File: config.mk
export PLATFORM = sky130hd
export DESIGN_NAME = host_polinomio
export DESIGN_NICKNAME = d
export VERILOG_FILES = /design/src/rtl/host_polinomio.sv
export SDC_FILE = /design/constraint.sdc
export NUM_CORES = 1
export LEC_CHECK = 0
export CAP_MARGIN = 20
export CELL_PAD_IN_SITES_DETAIL_PLACEMENT = 1
export CELL_PAD_IN_SITES_GLOBAL_PLACEMENT = 2
export CORE_MARGIN = 1.5
export CORE_UTILIZATION = 26
export DETAILED_ROUTE_END_ITERATION = 10
export PLACE_DENSITY_LB_ADDON = 0.25
export SKIP_CTS_REPAIR_TIMING = 1
export SLEW_MARGIN = 20
export SYNTH_ARGS = -nofsm -noshare
export SYNTH_HDL_FRONTEND = slang
export SYNTH_SLANG_ARGS = --single-unit
export TNS_END_PERCENT = 100
File: constraint.sdc
create_clock -name ck -period 2.19 [get_ports ck]
set_clock_uncertainty 0.2 [all_clocks]
set_input_delay 0.3285 -clock ck [delete_from_list [all_inputs] [get_ports ck]]
set_output_delay 0.3285 -clock ck [all_outputs]
set_load 0.02 [all_outputs]
File: src/rtl/host_polinomio.sv
// Initiator-side sequencer for the polynomial datapath: sweeps X over [x_ini, x_fim],
// runs one inicio/LED/pronto handshake per point and streams each (X, Resultado) pair out.
module host_polinomio #(
    parameter int W       = 16,
    parameter int TIMEOUT = 64
) (
    input  logic         ck,
    input  logic         rst,
    input  logic         comeca,
    input  logic [W-1:0] x_ini,
    input  logic [W-1:0] x_fim,
    input  logic [W-1:0] a_in,
    input  logic [W-1:0] b_in,
    input  logic [W-1:0] c_in,
    output logic         inicio,
    output logic         pronto,
    output logic [W-1:0] X,
    output logic [W-1:0] A,
    output logic [W-1:0] B,
    output logic [W-1:0] C,
    input  logic [W-1:0] Resultado,
    input  logic         LED,
    output logic         res_valido,
    output logic [W-1:0] res_x,
    output logic [W-1:0] res_val,
    output logic         ocupado,
    output logic         terminou,
    output logic         erro,
    output logic [W:0]   contagem
);

    localparam int TW = (TIMEOUT > 2) ? $clog2(TIMEOUT) : 1;
    localparam logic [TW-1:0] TMAX = TW'(TIMEOUT - 1);

    typedef enum logic [2:0] {
        OCIOSO, CARREGA, DISPARA, ESPERA, CAPTURA, LIBERA, ERRO, FIM
    } state_t;

    state_t        state_q, state_d;
    logic [TW-1:0] timer_q, timer_d;
    logic [W-1:0]  x_q, x_d, a_q, a_d, b_q, b_d, c_q, c_d, xfim_q, xfim_d;
    logic [W-1:0]  res_x_q, res_x_d, res_val_q, res_val_d;
    logic [W:0]    contagem_q, contagem_d;
    logic          erro_q, erro_d;
    logic          inicio_q, inicio_d, pronto_q, pronto_d;
    logic          res_valido_q, res_valido_d, terminou_q, terminou_d;

    // Next-state, datapath updates and one-cycle strobes derived from the state being entered
    always_comb begin
        state_d    = state_q;
        timer_d    = timer_q;
        x_d        = x_q;
        a_d        = a_q;
        b_d        = b_q;
        c_d        = c_q;
        xfim_d     = xfim_q;
        res_x_d    = res_x_q;
        res_val_d  = res_val_q;
        contagem_d = contagem_q;
        erro_d     = erro_q;
        case (state_q)
            OCIOSO: begin
                if (comeca) begin
                    state_d    = CARREGA;
                    a_d        = a_in;
                    b_d        = b_in;
                    c_d        = c_in;
                    x_d        = x_ini;
                    xfim_d     = x_fim;
                    erro_d     = 1'b0;
                    contagem_d = '0;
                end else begin
                    state_d = OCIOSO;
                end
            end
            CARREGA: begin
                if (x_q > xfim_q) begin
                    state_d = FIM;
                end else begin
                    state_d = DISPARA;
                end
            end
            DISPARA: begin
                state_d = ESPERA;
                timer_d = '0;
            end
            ESPERA: begin
                if (LED) begin
                    state_d    = CAPTURA;
                    res_val_d  = Resultado;
                    res_x_d    = x_q;
                    contagem_d = contagem_q + {{W{1'b0}}, 1'b1};
                end else if (timer_q == TMAX) begin
                    state_d = ERRO;
                    erro_d  = 1'b1;
                end else begin
                    timer_d = timer_q + {{(TW-1){1'b0}}, 1'b1};
                end
            end
            CAPTURA: begin
                state_d = LIBERA;
                timer_d = '0;
            end
            LIBERA: begin
                // The end test precedes the increment so x_fim = all-ones never wraps X
                if (!LED) begin
                    if (x_q == xfim_q) begin
                        state_d = FIM;
                    end else begin
                        x_d     = x_q + {{(W-1){1'b0}}, 1'b1};
                        state_d = DISPARA;
                    end
                end else if (timer_q == TMAX) begin
                    state_d = ERRO;
                    erro_d  = 1'b1;
                end else begin
                    timer_d = timer_q + {{(TW-1){1'b0}}, 1'b1};
                end
            end
            ERRO:    state_d = FIM;
            FIM:     state_d = OCIOSO;
            default: state_d = OCIOSO;
        endcase
        inicio_d     = (state_d == DISPARA);
        pronto_d     = (state_d == CAPTURA) || (state_d == ERRO);
        res_valido_d = (state_d == CAPTURA);
        terminou_d   = (state_d == FIM);
    end

    // State and output registers; reset clears every output immediately
    always_ff @(posedge ck or negedge rst) begin
        if (!rst) begin
            state_q      <= OCIOSO;
            timer_q      <= '0;
            x_q          <= '0;
            a_q          <= '0;
            b_q          <= '0;
            c_q          <= '0;
            xfim_q       <= '0;
            res_x_q      <= '0;
            res_val_q    <= '0;
            contagem_q   <= '0;
            erro_q       <= 1'b0;
            inicio_q     <= 1'b0;
            pronto_q     <= 1'b0;
            res_valido_q <= 1'b0;
            terminou_q   <= 1'b0;
        end else begin
            state_q      <= state_d;
            timer_q      <= timer_d;
            x_q          <= x_d;
            a_q          <= a_d;
            b_q          <= b_d;
            c_q          <= c_d;
            xfim_q       <= xfim_d;
            res_x_q      <= res_x_d;
            res_val_q    <= res_val_d;
            contagem_q   <= contagem_d;
            erro_q       <= erro_d;
            inicio_q     <= inicio_d;
            pronto_q     <= pronto_d;
            res_valido_q <= res_valido_d;
            terminou_q   <= terminou_d;
        end
    end

    assign inicio     = inicio_q;
    assign pronto     = pronto_q;
    assign X          = x_q;
    assign A          = a_q;
    assign B          = b_q;
    assign C          = c_q;
    assign res_valido = res_valido_q;
    assign res_x      = res_x_q;
    assign res_val    = res_val_q;
    assign ocupado    = (state_q != OCIOSO);
    assign terminou   = terminou_q;
    assign erro       = erro_q;
    assign contagem   = contagem_q;

endmodule

==> flow_summary_export.csv <==
group,metric,value,unit
power_and_ir_drop,leakage,4.29,nW
logic_synthesis,yosysUniqueCellTypes,49,
critical_path,path_class,"reg -> reg",
cts,cts_made_buffers,17,
routing,drt-initial-drc-count,160,
timing,hold_viol_final,0,
power_and_ir_drop,clock_power_share,17.8,%
final_layout,final_net_count,973,
logic_synthesis,yosysWarningCount,0,
final_layout,fin_area,0.0105,mm^2
cts,cts_tree,"done",
run_status,status,"complete, but fails checks",
global_routing,grt_pass1_vias,6172,
routing,drt-wirelength-per-cell,17.5,um
timing,layout_min_cycle_time,2.41,ns
global_routing,grt-ovfl-total,0,
power_and_ir_drop,p_int,9.50,mW
final_layout,area_delta_synth_final,61.4,%
timing,slew_violations,0,
timing,setup_viol,21,
routing,dr_total_vias,5510,
die,io_pins,219,
cts,htree_levels,4,
power_and_ir_drop,switchingPower,5.96,mW
critical_path,crit_path_start_kind,"register",
global_routing,gr-usage-all-layers,16.2,%
logic_synthesis,synthXorXnorAreaFrac,1.89,%
final_layout,mostFrequentLayoutCells,"214 x clkdlybuf4s50_1, 129 x dfrtp_1, 79 x mux2_2",
timing,max-slew-margin-rel,70.8,%
routing,routed_via_density,4.63,
critical_path,crit_path_end_kind,"register",
final_layout,mostFrequentLayoutCell,"clkdlybuf4s50_1",
run_status,violations,"setup timing",
place,placed_area,0.00966,mm^2
logic_synthesis,syn_avg_cell_area,11.4,um^2
logic_synthesis,synth.area.mux_share,14.0,%
power_and_ir_drop,ir_drop,0.560,mV
place,io_buffers,218,
job,maxCapViolations,0,
logic_synthesis,synth_top_family_by_area,"multiplexers",
die,num_rows,57,
cts,clk_pin_slew,0.07,ns
hold_path,hold_class,"in -> async",
logic_synthesis,synth_area,0.00648,mm^2
logic_synthesis,synth-compound-area-share,10.8,%
cts,clk_latency,0.42,ns
logic_synthesis,synth-async-reset-ratio,100,%
logic_synthesis,netlist_instances,570,
die,fp.dieH,161,um
final_layout,multi_input_area,0.00294,mm^2
global_routing,antenna_found_initial,0,
logic_synthesis,yosys.area.top_type,"dfrtp_1",
timing,maxClockFrequency,415,MHz
die,design.core.area,0.0244,mm^2
routing,drcViolationCount,0,
logic_synthesis,yosys.area_share.simple,11.0,%
place,detailed_place_hpwl,15400,um
die,start_util,26.6,%
logic_synthesis,syn_nets,689,
logic_synthesis,synth-seq-cells,143,
timing,finalCritPeriodShare,110,%
timing,tightestPinTransition,0.428,ns
final_layout,drive_above_1_share,28.4,%
critical_path,worstPathRequired,2.35,ns
die,die_x,161,um
power_and_ir_drop,combPwrFrac,52.6,%
cts,cts_buffer_depth,2,
logic_synthesis,ys.flop_type,"dfrtp_1",
routing,antenna_left,0,
place,gp_congestion,0.815,
cts,cts_sinks,143,
routing,routed_wirelength,20800,um
logic_synthesis,synth-edff-count,0,
timing,whs,0.143,ns
critical_path,crit_fanout,5,
power_and_ir_drop,p_per_area,1480,mW/mm^2
cts,clockRootBuffer,"clkbuf_16",
logic_synthesis,synthTopCellsByArea,"dfrtp_1 55%, mux2_2 14%, ha_1 3.7%, o21ai_0 3.2%, a21oi_1 2.9%",
final_layout,fillers,2669,
die,die-area,0.0259,mm^2
global_routing,grt_max_degree,50,
power_and_ir_drop,seqPwrFrac,29.6,%
timing,layout_setup_ws,-0.217,ns
global_routing,grt_first_pass_wirelength,33100,um
final_layout,seqCellArea,0.00360,mm^2
critical_path,critPathArrivalTime,2.56,ns
routing,dr.pass1.iters,4,
power_and_ir_drop,power.share.switching,38.6,%
logic_synthesis,synthAdderAreaFrac,3.67,%
logic_synthesis,synth_seq_area_share,55.2,%
timing,rsz0062_at_grt,"true",
final_layout,diodes,0,
logic_synthesis,yosys.area.top_type_share,55.2,%
==> kinds of logic (layout without fill, tap and decap cells) <==
family / count (synthesis) / in the layout
simple gates: 146 / 146
xor+xnor: 14 / 14
compound gates: 116 / 116
mux: 81 / 81
fa+ha+maj: 19 / 19
flops: 143 / 143
buf+inv: 51 / 348
==> cell type report <==
cell class | instances | share of cell area, %
sequential | 143 | 34.4
multi-input combinational | 376 | 28.1
timing repair buffer | 291 | 27.4
clock buffer | 17 | 4.07
tap | 324 | 3.88
clock inverter | 15 | 1.22
inverter | 25 | 0.897
==> metrics by stage <==
stage / instances / total power, mW / setup TNS [ns] / worst slack, ns / utilization, %
4_1_cts: 1187 / 15.3 / -5.77 / -0.362 / 41.9
6_report: 1191 / 15.5 / -3.03 / -0.217 / 42.9
3_3_place_gp: 1155 / 12.1 / -6.23 / -0.320 / 39.6
5_1_grt: 1191 / 16.5 / -4.32 / -0.265 / 42.9
2_1_floorplan: 570 / 8.41 / -2.70 / -0.204 / -
3_5_place_dp: 1155 / 12.4 / -8.24 / -0.350 / 39.6
==> worst paths after layout <==
kind                            startpoint         end  slack [ns]  depth (start not counted)
worst max-delay path                  X[2]       X[14]       -0.22                          6
worst min-delay path                   rst    res_x[7]        0.14                          2
worst max register to register        X[2]       X[14]       -0.22                          6
worst min register to register    res_x[2]    res_x[2]        0.29                          2
max in group asynchronous              rst        X[8]        0.97                          3
min in group ck                  x_fim[14]  xfim_q[14]        0.27                          3
==> routing by layer <==
| layer | GRT usage (%) | wire length (um) | vias to the layer above |
|---|---|---|---|
| li1 | - | - | 2604 |
| met1 | 18.7 | 8430 | 2765 |
| met2 | 29.1 | 11000 | 128 |
| met3 | 5.35 | 1220 | 13 |
| met4 | 3.28 | 176 | 0 |
| met5 | 0 | 0 | - |
==> synth_stat cells, types with 8 or more instances <==
cell type	count
nor3_1	9
a21oi_1	37
nand4_1	18
inv_1	25
nand2_1	49
o22ai_1	10
dfrtp_1	143
xor2_1	9
buf_2	8
o21ai_0	42
mux2_2	79
ha_1	19
nor2_1	27
clkbuf_1	11
nand3_1	15
==> flip-flops by register name (all words and copies together) (netlist names) <==
| name | cells |
|---|---|
| B | 16 |
| erro | 1 |
| pronto | 1 |
| xfim_q | 16 |
| res_val | 16 |
| state_q | 3 |
| contagem | 17 |
| A | 16 |
| X | 16 |
| timer_q | 6 |
| terminou | 1 |
| res_valido | 1 |
| C | 16 |
| res_x | 16 |
| inicio | 1 |
==> worst max-delay path, stage by stage (launching register included) <==
cell and delay [ns]:
dfrtp_2 0.45, ha_4 0.28, nand4_1 0.12, or4_4 0.60, a21o_4 0.28, clkbuf_16 0.17
o2bb2a_2 0.23
==> power groups by stage <==
stage	logic, mW	registers (mW)	clock network (mW)
floorplan	2.60	5.81	0
global placement	7.62	4.53	0
detailed placement	7.83	4.62	0
CTS	7.89	4.58	2.88
global route	8.78	4.75	2.97
finish	8.13	4.58	2.75
Power figures use the tool's default switching activity.
==> RTL change 1 (same flow settings) <==
Remove the register `inicio_q`: a continuous assignment takes its place, so the output `inicio` follows one clock earlier.
--- a/src/rtl/host_polinomio.sv
+++ b/src/rtl/host_polinomio.sv
@@ -141,7 +141,6 @@
             res_val_q    <= '0;
             contagem_q   <= '0;
             erro_q       <= 1'b0;
-            inicio_q     <= 1'b0;
             pronto_q     <= 1'b0;
             res_valido_q <= 1'b0;
             terminou_q   <= 1'b0;
@@ -157,12 +156,13 @@
             res_val_q    <= res_val_d;
             contagem_q   <= contagem_d;
             erro_q       <= erro_d;
-            inicio_q     <= inicio_d;
             pronto_q     <= pronto_d;
             res_valido_q <= res_valido_d;
             terminou_q   <= terminou_d;
         end
     end
+
+    assign inicio_q = inicio_d;
 
     assign inicio     = inicio_q;
     assign pronto     = pronto_q;
Behaviour: not the same (Yosys sat finds a counterexample within 4 cycles, from zero or initial values and one cycle with rst low).
==> RTL change 1 against the original RTL <==
  * Critical path depth up 1
  * Total power up 3.3%
  * Cell count up 2.8%
  * Sequential cell count down 1
  * Final area up 3.3%
  * Worst setup slack worse by 510 ps
  * Die area down 0.38%
  * The run still ends with setup timing left
  * Non-clock buffer count up 33
  * Routed wire length up 3.6%
  * Synthesized area down 0.39%
  * Sequential share of layout area down 1.3 points
  * Largest cell class unchanged
  * Critical path type is now flop to output port
==> RTL change 1: results (changes against the original RTL) <==
Final HPWL DP: 16,400 um (+6.4%)
FF-to-FF Start: X[7]
Worst Max-Slew Pin Slew: 475 ps (+47.5 ps)
Worst Reg-to-Reg Cells: 8 (+2)
Critical path arrival: 2390 ps (-170 ps)
Initial antenna violation count: 0 (unchanged)
Via Count: 5,685 (+3.2%)
Crit Path Max Fanout: 3 (-2)
Failing checks: setup timing
Vias in the first global route: 6,288 (+1.9%)
Skew-Pair Late Insertion Delay: 420 ps (about the same)
Seq/Total Area, Yosys: 55.0% (-0.17 points)
Pin count of the biggest net entering global routing: 50 (unchanged)
Layout cells sized above 1: 32.0% (+3.6 points)
Starting DRT DRC Count: 182 (+14%)
RePlAce Congestion: 0.813 (-0.23%)
Final setup viols: 25 (+19%)
Setup TNS: -8600 ps (-5570 ps)
Nets@finish: 1,006 (+3.4%)
Most instantiated cells after synthesis: 142 x dfrtp_1, 79 x mux2_2, 49 x nand2_1, 42 x o21ai_0, 37 x a21oi_1
Outcome: finished with violations
Static leakage: 4.54 nW (+5.9%)
Largest stage delay on the critical path: 570 ps (-30 ps)
CP max stage cell: or4_4
Largest cells by area after synthesis: dfrtp_1 55%, mux2_2 14%, ha_1 3.7%
Flop-to-flop setup slack: -500 ps (-280 ps)
Global-route wire length before repair: 34,300 um (+3.8%)
Final setup margin: -725 ps (-508 ps)
Filler Cell Count: 2,576 (-3.5%)
Crit Path Category: flop to output port
Worst VDD drop: 0.649 mV (+16%)
Syn_nets: 688 (-0.15%)
Crit path to: inicio
## RTL change 1: cells by family after synthesis
group                    Yosys count  share of synthesized area (%)
XOR/XNOR                          14                           1.90
multiplexers                      81                           14.1
adder cells (fa/ha/maj)           19                           3.68
buffers and inverters             51                           3.35
flip-flops                       142                           55.0
AO/OA/AOI/OAI                    116                           10.9
AND/OR/NAND/NOR                  146                           11.1
## RTL change 1: layout make-up
type | instances | area, um2 | area share [%]
inverters | 25 | 93.8 | 0.868
multi-input cells | 377 | 3010 | 27.9
repair buffers | 324 | 3140 | 29.0
well taps | 324 | 405 | 3.75
clock inverters | 15 | 166 | 1.54
clock buffers | 17 | 425 | 3.94
flip-flops and latches | 142 | 3570 | 33.0
## RTL change 1: worst min-delay path by stage
stage	startpoint	endpoint	slack [ps]
5_1_grt	rst	res_val[14]	250
6_report	rst	res_val[14]	210
2_1_floorplan	rst	A[0]	-170
3_3_place_gp	rst	res_x[4]	90
3_5_place_dp	rst	res_x[5]	100
4_1_cts	rst	res_x[5]	-360
## RTL change 1: per-layer routing
metal  vias up  share of wire [%]  track usage, %
met5         -                  0               0
met4         0               0.96            3.82
met3        17                6.9            6.15
met2       143                 51            29.5
met1      2858                 41            20.1
li1       2667                  -               -
## RTL change 1: through the flow
stage / cell area [um2] / util [%] / setup slack [ps] / std cells
floorplan: 6590 / - / -269 / 569
global placement: 9850 / 40.5 / -878 / 1176
detailed placement: 9850 / 40.5 / -882 / 1176
CTS: 10400 / 42.9 / -1390 / 1208
global route: 10800 / 44.4 / -832 / 1224
finish: 10800 / 44.4 / -725 / 1224
## RTL change 1: where the power goes
group          internal (mW)  leakage [nW]  switching [mW]
Combinational           4.37          2.53            4.16
Clock                   1.63         0.294            1.33
Sequential              3.82          1.72           0.650
Total                   9.82          4.54            6.14
==> RTL change 2 (same settings) <==
Without the edit above. Set the parameter `W` to 32 (it was 16).
--- a/src/rtl/host_polinomio.sv
+++ b/src/rtl/host_polinomio.sv
@@ -1,7 +1,7 @@
 // Initiator-side sequencer for the polynomial datapath: sweeps X over [x_ini, x_fim],
 // runs one inicio/LED/pronto handshake per point and streams each (X, Resultado) pair out.
 module host_polinomio #(
-    parameter int W       = 16,
+    parameter int W       = 32,
     parameter int TIMEOUT = 64
 ) (
     input  logic         ck,
Ports: changed (13 resized); port bits go from 219 to 427. The function was not compared with the original's and may differ.
==> RTL change 2 against the original RTL <==
  * Highest routed layer is now met5
  * Routed wire length is 140% higher
  * Worst setup slack worse by 480 ps
  * Synthesized area is 89% higher
  * The flow still finishes with violations (setup timing)
  * Sequential cell count is 128 higher
  * Sequential power is 84% higher
  * Critical path depth is 3 higher
  * Clock power is 130% higher
  * Final area is 100% higher
  * Count of clock-buffer cells in the layout is 39 higher
  * Total power is 100% higher
==> RTL change 2: results (changes against the original RTL) <==
Maximum Capacitance Violations: 0 (unchanged)
Total iterations of the first detailed-routing run: 4 (unchanged)
Final setup margin: -695 ps (-478 ps)
Pre-CTS setup slack: -708 ps (-357 ps)
Seq/Total Area, Yosys: 55.4% (+0.21 points)
Worst Reg-to-Reg Cells: 9 (+3)
Initial antenna violation count: 9 (+9)
Final HPWL DP: 36,200 um (+140%)
CTS buffer count: 37 (+20)
Syn_nets: 1,417 (+110%)
Max reg flops: 33 (+16)
Static leakage: 9.69 nW (+130%)
Root buf cell: clkbuf_16
Global-route wire length before repair: 71,500 um (+120%)
Design area: 21,100 um2 (+100%)
Routed length per placed instance: 21.2 um (+21%)
Hold Crit Class: primary input to asynchronous set/reset pin
Synth cell types: 64 (+31%)
CP max stage cell: or4_4
Via Count: 11,100 (+100%)
DP Area: 18,400 um2 (+91%)
CP endpoint kind: flop
CTS H-tree depth: 2 (-2)
FF-to-FF Start: X[10]
RePlAce Congestion: 0.775 (-4.9%)
Skew-Pair Late Insertion Delay: 550 ps (+130 ps)
Failing checks: setup timing
Nets@finish: 1,996 (+110%)
Largest cells by area after synthesis: dfrtp_1 55%, mux2_2 9.1%, nand2_1 8.1%
Synth Warn #: 0 (unchanged)
Most instantiated cells after synthesis: 271 x dfrtp_1, 263 x nand2_1, 99 x mux2_2, 70 x o21ai_0, 60 x nor2_1
Layout cells sized above 1: 24.1% (-4.2 points)
R2r endpoint: X[5]
Worst VDD drop: 0.872 mV (+56%)
Vias in the first global route: 11,700 (+90%)
GRT Util Overall: 19.6% (+3.4 points)
Largest stage delay on the critical path: 580 ps (-20 ps)
Worst Max-Slew Pin Slew: 437 ps (+9.20 ps)
Pin count of the biggest net entering global routing: 69 (+38%)
Crit Path Max Fanout: 14 (+9)
Max Root-Sink Buffers: 3 (+1)
Final setup viols: 38 (+81%)
Port bufs: 426 (+95%)
Outcome: finished with violations
Starting DRT DRC Count: 513 (+220%)
[RTL change 2: changes by cell type after synthesis, sizes merged, moves of 20 or more]
| cell | unedited run | this run |
|---|---|---|
| a21oi | 38 | 60 |
| clkbuf | 11 | 37 |
| dfrtp | 143 | 271 |
| mux2 | 79 | 99 |
| nand2 | 49 | 263 |
| nand3 | 15 | 35 |
| nor2 | 28 | 61 |
| o21ai | 42 | 72 |
[RTL change 2: layout make-up]
cell class                      count  area (um2)
Timing Repair Buffer              603        6330
Tap cell                          607         759
Sequential cell                   271        6800
Antenna cell                        3        7.51
Clock buffer                       56        1130
Clock inverter                     12         144
Fill cell                        5007       25400
Inverter                           41         154
Multi-Input combinational cell    811        5730
[RTL change 2: power breakdown]
| group | leakage [nW] | switching (mW) | internal [mW] |
|---|---|---|---|
| Combinational | 5.72 | 8.17 | 8.02 |
| Sequential | 3.34 | 1.23 | 7.18 |
| Clock | 0.625 | 2.39 | 3.92 |
[RTL change 2: per-layer routing]
metal / vias up / part of all wire (%) / GRT usage [%] / wire [um]
met5: - / 0.15 / 0 / 77
met4: 12 / 2.2 / 5.74 / 1150
met3: 75 / 8.5 / 6.68 / 4340
met2: 334 / 46 / 31.2 / 23600
met1: 5494 / 43 / 25.0 / 21900
li1: 5220 / - / - / -
[RTL change 2: how the worst max path moves through the flow]
stage           from    end  slack (ps)  cells past startpoint
2_1_floorplan   X[9]  X[30]        -560                      9
3_3_place_gp   X[10]   X[6]        -660                      9
3_5_place_dp   X[10]   X[5]        -710                      9
4_1_cts        X[11]   X[5]        -750                      9
5_1_grt        X[10]  X[20]        -780                     10
6_report       X[10]   X[5]        -700                      9
[RTL change 2: cell families after synthesis]
group                    count (synthesis)  share of synthesized area (%)
AO/OA/AOI/OAI                          192                           9.54
XOR/XNOR                                33                           2.36
adder cells (fa/ha/maj)                 35                           3.58
buffers and inverters                  104                           3.61
flip-flops                             271                           55.4
multiplexers                            99                           9.11
AND/OR/NAND/NOR                        452                           16.4
[RTL change 2: worst max-delay path, delay by kind of cell, from the launching register on]
kind,cells,cell delay [ps]
and+or+nand+nor,3,1160
adders and majority gates,1,270
buffers and inverters,2,280
AOI/OAI and AO/OA,3,420
DFF,1,420
[RTL change 2: stage by stage]
step	TNS, ps	hold slack [ps]	total power, mW	instances
final	-23590	50.9	30.9	2404
after global routing	-28000	84.5	32.7	2402
after CTS	-29410	-557	29.7	2363
after detailed placement	-49200	44.8	23.1	2295
after global placement	-46760	43.0	22.7	2295
after floorplan	-17920	-167	15.2	1186
